`config.mk`:
```
export PLATFORM = sky130hd
export DESIGN_NAME = wb_regfile
export DESIGN_NICKNAME = d
export VERILOG_FILES = /design/src/rtl/wb_regfile.sv
export SDC_FILE = /design/constraint.sdc
export NUM_CORES = 2
export LEC_CHECK = 0
export CAP_MARGIN = 5
export CORE_UTILIZATION = 50
export DETAILED_ROUTE_END_ITERATION = 12
export PLACE_DENSITY = 0.68
export SETUP_SLACK_MARGIN = 0.02
export SLEW_MARGIN = 20
export SYNTH_ARGS = -nofsm -noshare
export SYNTH_HDL_FRONTEND = slang
export SYNTH_SLANG_ARGS = --single-unit
```
`constraint.sdc`:
```
create_clock -name clk -period 5.45 [get_ports clk]
set_input_delay 0.545 -clock clk [delete_from_list [all_inputs] [get_ports clk]]
set_output_delay 0.545 -clock clk [all_outputs]
set_load 0.02 [all_outputs]
```
`src/rtl/wb_regfile.sv`:
```
// ---------------------------------------------------------------------------
// wb_regfile
//
// Register file fed by the write-back stage.
//   - 32 x 32-bit general purpose registers; register 0 reads as zero and
//     ignores writes.
//   - HI/LO pair written together.
//   - Free-running counter of committed GPR writes, wrapping at 2^32.
//   - Two independent combinational read ports with a same-cycle bypass of
//     the write-back data, so a consumer reading the register being written
//     this cycle sees the new value.
//
// Ports
//   clk       in   1   clock, all state updates on rising edge
//   rst       in   1   asynchronous reset, active low (0 = in reset)
//   wb_wd     in   5   GPR write address
//   wb_wreg   in   1   GPR write enable
//   wb_wdata  in  32   GPR write data
//   wb_hi     in  32   HI write data
//   wb_lo     in  32   LO write data
//   wb_whilo  in   1   HI/LO write enable
//   re1       in   1   read port 1 enable
//   raddr1    in   5   read port 1 address
//   rdata1    out 32   read port 1 data
//   re2       in   1   read port 2 enable
//   raddr2    in   5   read port 2 address
//   rdata2    out 32   read port 2 data
//   hi_o      out 32   HI value, bypassed from wb_hi while being written
//   lo_o      out 32   LO value, bypassed from wb_lo while being written
//   wb_cnt    out 32   number of committed GPR writes
// ---------------------------------------------------------------------------
module wb_regfile #(
    parameter int DATA_W = 32
) (
    input  logic              clk,
    input  logic              rst,
    input  logic [4:0]        wb_wd,
    input  logic              wb_wreg,
    input  logic [DATA_W-1:0] wb_wdata,
    input  logic [DATA_W-1:0] wb_hi,
    input  logic [DATA_W-1:0] wb_lo,
    input  logic              wb_whilo,
    input  logic              re1,
    input  logic [4:0]        raddr1,
    output logic [DATA_W-1:0] rdata1,
    input  logic              re2,
    input  logic [4:0]        raddr2,
    output logic [DATA_W-1:0] rdata2,
    output logic [DATA_W-1:0] hi_o,
    output logic [DATA_W-1:0] lo_o,
    output logic [DATA_W-1:0] wb_cnt
);

    logic [DATA_W-1:0] gpr_q [32];
    logic [DATA_W-1:0] hi_q;
    logic [DATA_W-1:0] lo_q;
    logic [DATA_W-1:0] cnt_q;

    // A GPR write only commits for a non-zero destination.
    logic gpr_wr;
    assign gpr_wr = wb_wreg && (wb_wd != 5'd0);

    // Read port selection: reset, disabled port and register 0 all yield
    // zero; otherwise the in-flight write-back data wins over the array.
    function automatic logic [DATA_W-1:0] read_sel(
        input logic              rst_n_v,
        input logic              en,
        input logic [4:0]        addr,
        input logic              byp_hit,
        input logic [DATA_W-1:0] byp_data,
        input logic [DATA_W-1:0] arr_data
    );
        if (!rst_n_v || !en || (addr == 5'd0)) begin
            return '0;
        end
        if (byp_hit) begin
            return byp_data;
        end
        return arr_data;
    endfunction

    // ---- state update (rising edge, async clear) ----
    always_ff @(posedge clk or negedge rst) begin
        if (!rst) begin
            for (int i = 0; i < 32; i++) begin
                gpr_q[i] <= '0;
            end
            hi_q  <= '0;
            lo_q  <= '0;
            cnt_q <= '0;
        end else begin
            if (gpr_wr) begin
                gpr_q[wb_wd] <= wb_wdata;
                cnt_q        <= cnt_q + 1'b1;
            end
            if (wb_whilo) begin
                hi_q <= wb_hi;
                lo_q <= wb_lo;
            end
        end
    end

    // ---- combinational read side ----
    logic byp1;
    logic byp2;

    assign byp1 = wb_wreg && (raddr1 == wb_wd);
    assign byp2 = wb_wreg && (raddr2 == wb_wd);

    assign rdata1 = read_sel(rst, re1, raddr1, byp1, wb_wdata, gpr_q[raddr1]);
    assign rdata2 = read_sel(rst, re2, raddr2, byp2, wb_wdata, gpr_q[raddr2]);

    assign hi_o   = !rst ? '0 : (wb_whilo ? wb_hi : hi_q);
    assign lo_o   = !rst ? '0 : (wb_whilo ? wb_lo : lo_q);

    // Counter is already cleared by the async reset, so no output gating.
    assign wb_cnt = cnt_q;

endmodule

```
# Word level (Yosys, flattened, before mapping)
# Index checks and enable logic that the tools add are counted.
# totals
wordCells	86
output_inout_bits	160
ff_bits	1120
# classes
reduce_logical	14
add_sub_neg	1
mux	27
bitwise	3
order_cmp	4
n_eq_ne	2
# op_table
op	count
bitwise mux 1024 bit	1
2-to-1 mux 32 bit	17
binary-select mux 32 bit (select 5 bit)	2
demux 32 bit (select 5 bit)	1
adder 32 x 1 -> 32 bit, second input constant	1
greater-or-equal comparator 6 bit, second input constant	3
NOT 5 -> 6 bit	3
equality test 5 bit	2
logical NOT 5 bit	2
less-than comparator 6 x 1 -> 1 bit, second input constant	1
2-to-1 mux 1 bit	6
nonzero test 5 bit	1
logical AND 1 bit	4
logical OR 1 bit	4
logical NOT 1 bit	3

# Logic depth before layout (Yosys ltp)
# logic_depth
ltp_word	7
ltp_mapped	9
depth_no_buf	5

# Least setup slack after synthesis
# No wires, ideal clock.
# synth_path
kind	input port to output port
startpoint	input raddr1[1]
endpoint	output rdata1[13]
arrival_time_ns	2.237
path_stages	8
slack_ns	2.668
t_required_ns	4.905
path_cell_list	buf_2 -> buf_6 -> buf_6 -> clkbuf_1 -> mux4_2 -> a22oi_1 -> a21oi_1 -> a211o_1
# synth_via
elab_chain_len	6
# synth_rtl
item	line	source
from (decl)	44	input logic [4:0] raddr1,
NOT 5 -> 6 bit (implied by the code) or equality test 5 bit (tied branches)	110, 107	
binary-select mux 32 bit (select 5 bit) or logical AND 1 bit (tied branches)	110, 107	
2-to-1 mux 32 bit (implied by the code) or 2-to-1 mux 1 bit (tied branches) (2 in a row)	110, 76	
2-to-1 mux 32 bit	79	return arr_data;
2-to-1 mux 32 bit (*)	76	if (byp_hit) begin
to (decl)	45	output logic [DATA_W-1:0] rdata1,
# Every way passes the cells marked *; elsewhere a longest branch is shown, timed or not. The select of a mux whose other input is x is not followed.

# Final worst setup path
# layout_path
startpoint	input wb_wd[0]
endpoint	output rdata2[21]
# layout_via
elab_chain_len	6
# layout_rtl
item	line	source
from (decl)	37	input logic [4:0] wb_wd,
equality test 5 bit (*)	108	assign byp2 = wb_wreg && (raddr2 == wb_wd);
logical AND 1 bit (*)	108	
2-to-1 mux 1 bit (2 in a row)	76	
2-to-1 mux 32 bit (*)	79	
2-to-1 mux 32 bit (*)	76	
to (decl)	48	output logic [DATA_W-1:0] rdata2,
# Marked as above.

==> flow_summary_export.csv <==
group,metric,value,unit
die,num_rows,126,
clock_tree,cts.sinks,1120,
drt,wl_met1,79900,µm
critical_path,required,4910,ps
sta,final-setup-viol-count,0,
clock_tree,cts_buffers,121,
placement,portBuffers,276,
sta,hold_viol,0,
grt,grt_start_max_net_pins,169,
drt,vias,41100,
synth,synth_top_area_cell,"dfrtp_1",
drt,via_per_inst,6.82,
grt,gr-total-overflow,0,
placement,pre_cts_ws,667,ps
drt,routed_wl,194000,µm
clock_tree,htreeDepth,3,
die,die_w,347,µm
placement,dp.cells,5810,
synth,synth.area.top_cells,"dfrtp_1 47%, mux2_2 20%, mux4_2 12%",
critical_path,r2r_setup_slack,3430,ps
synth,async_reset_ff_share,100,%
min_path,hp-class,"primary input to async pin",
clock_tree,clk_latency,740,ps
clock_tree,cts_setup_buffers,0,
die,core,118000,µm²
synth,ys_seq_elements,1120,
critical_path,regToRegEndpoint,"wb_cnt[24]$_DFFE_PN0P_",
grt,antenna_found_initial,4,
sta,max_freq,0.204,GHz
sta,period_share,90.0,%
layout,drive_above_1_share,39.8,%
clock_tree,cts_tree,"yes",
synth,seq_area_frac_synth,47.0,%
grt,grt_pass1_vias,41400,
power,sw_frac_of_total,28.0,%
power,comb_power_share,20.3,%
sta,fin_crit,4900,ps
drt,wl_met2,87000,µm
sta,holdWs,354,ps
sta,tightest_slew,1170,ps
critical_path,cp-end-kind,"output pin",
drt,drc,0,
layout,areaGrowthSynthToFinish,13.7,%
synth,ys.flop_type,"dfrtp_1",
power,p_clk_share,33.9,%
synth,yosys.area.top_type_share,47.0,%
layout,stdcell_area,67800,µm²
synth,syn_area,59600,µm²
drt,wl_met3,17800,µm
critical_path,crit_type,"primary input to output pin",
critical_path,worst_ep_arrival_time,4360,ps
layout,final_nets,4516,
status,status,"finished, final reports clean",
power,p_seq_share,45.8,%
drt,top_layer,"met5",
placement,detailed_place_hpwl,118000,µm
synth,yosysWarnings,0,
die,start_util,50.5,%
sta,rsz0062_at_grt,"false",
critical_path,critPathMaxFanout,12,
power,report.power.total,23.9,mW
synth,yosysUniqueCellTypes,57,
power,intPower,17.2,mW
layout,fin_cells,6029,
die,die_area,121000,µm²
sta,skew,22.7,ps
power,ir_drop,0.307,mV
sta,timing.final.ws_setup,546,ps
drt,dr.pass1.iters,7,
sta,finalSetupTns,0,ps
drt,drt_iter0_drc,4344,
synth,synth-edff-count,0,
synth,synthesis.nets,4417,
power,leakage,29.6,nW
critical_path,crit_slowest_cell,"o21ai_2",
drt,wl_per_cell,32.2,µm
critical_path,r2r-start,"wb_cnt[9]$_DFFE_PN0P_",
synth,synth_cells,4299,
placement,placed_cell_area,63900,µm²
grt,grt_util_all_layers,32.1,%
grt,grt_first_pass_wirelength,286000,µm
drt,drtAntennaViolNets,0,
placement,routabilityCongestion,0.891,
layout,fin_util,57.4,%
die,io_pins,277,
sta,slew_viol_final,0,
clock_tree,path_clk_slew,60,ps
critical_path,startpoint_type,"primary input",
critical_path,crit_path_max_incr_delay,990,ps
power,power.density,353,nW/µm²
clock_tree,clockBufferDepth,3,
run,drv_cap,0,
critical_path,cp_cell_sequence,"clkdlybuf4s50_1 > xnor2_1 > nand4_1 > o21ai_2 > o22ai_1 > nor3_1 > clkdlybuf4s50_1",
critical_path,path_common_cell,"clkdlybuf4s50_1",
clock_tree,root_buffer,"clkbuf_16",
synth,synth_area_per_cell,13.9,µm²
critical_path,worst-r2r-cell-count,5,
die,dieHeight,347,µm
power,switching_power,6.70,mW
sta,maxSlewHeadroom,22.0,%
==> per-layer routing <==
| metal | vias up | GRT usage (%) |
|---|---|---|
| met5 | - | 0.320 |
| met4 | 8 | 13.8 |
| met3 | 539 | 7.18 |
| met2 | 2118 | 48.7 |
| met1 | 21800 | 44.4 |
| li1 | 16700 | - |
==> cell usage after synthesis, types with 53 or more instances <==
cell type / instances
a22oi_1: 71
nand2_1: 61
clkbuf_1: 228
mux2_2: 1044
and2_1: 68
a221oi_1: 191
dfrtp_1: 1120
a21oi_1: 102
mux2i_1: 401
mux4_2: 319
o21ai_0: 148
buf_2: 96
buf_1: 55
buf_4: 53
==> final cells by class <==
class	count	area, µm²
repair buffers	443	4460
fillers	9408	50300
well taps	1536	1920
inverters	6	25.0
multi-input cells	2706	29400
clock buffers	194	3630
flip-flops and latches	1120	28000
clock inverters	22	253
diodes	2	5.00
==> cell families after synthesis <==
family / after synthesis / share of synthesized area (%)
flops: 1120 / 47.0
simple gates: 280 / 2.51
xor+xnor: 41 / 0.603
buf+inv: 473 / 3.96
fa+ha+maj: 1 / 0.0210
mux: 1779 / 38.8
compound gates: 605 / 7.05
==> power groups by stage <==
| stage | clock [mW] | sequential, mW | combinational, mW |
|---|---|---|---|
| 3_5_place_dp | 0 | 11.0 | 4.80 |
| 3_3_place_gp | 0 | 10.9 | 4.71 |
| 6_report | 8.10 | 10.9 | 4.84 |
| 2_1_floorplan | 0 | 10.7 | 3.49 |
| 4_1_cts | 8.21 | 10.9 | 4.82 |
| 5_1_grt | 8.56 | 11.1 | 5.16 |
==> worst max-delay path by stage <==
stage                          from  cells after the start  slack [ps]          to
after floorplan           raddr1[1]                      8        2670  rdata1[13]
after global placement     wb_wd[2]                      7         710  rdata2[12]
after detailed placement   wb_wd[2]                      7         670  rdata2[21]
after CTS                  wb_wd[2]                      7         650  rdata2[21]
after global routing       wb_wd[2]                      7         500  rdata2[21]
final                      wb_wd[0]                      7         550  rdata2[21]
==> layout by cell type (no fill, tap or decap), types with 5 or more instances in the layout <==
cell / n
mux2_2: 1044
a221oi_1: 191
nand2_1: 46
clkbuf_1: 40
nor3_1: 22
clkbuf_16: 121
a211o_1: 47
buf_8: 7
nand3_1: 18
clkbuf_8: 33
mux2_1: 15
a22oi_1: 71
nor2_4: 19
nand4_1: 7
mux2i_1: 401
mux4_2: 319
o22ai_1: 33
buf_2: 7
and2_1: 67
clkdlybuf4s50_1: 256
and3_1: 7
a21oi_1: 102
xor2_1: 11
xnor2_1: 30
or2_2: 5
buf_12: 36
nand2_2: 14
clkinv_2: 15
dfrtp_1: 1120
nor2_1: 37
nor2b_1: 5
buf_4: 135
o21ai_0: 146
==> flip-flops by register name, indices dropped and copies added (netlist names) <==
register,flops
hi_q,32
wb_cnt,32
lo_q,32
gpr_q,1024
==> timing repair <==
item                      CTS  global route
resized for setup           0             0
hold buffers                1             0
hold endpoints to repair   41             0
==> worst max-delay path, delay by kind of cell <==
family / cells / cell delay, ps
compound gates: 2 / 1160
xor+xnor: 1 / 170
buf+inv: 2 / 1510
simple gates: 2 / 960
(Power assumes the default switching activity.)
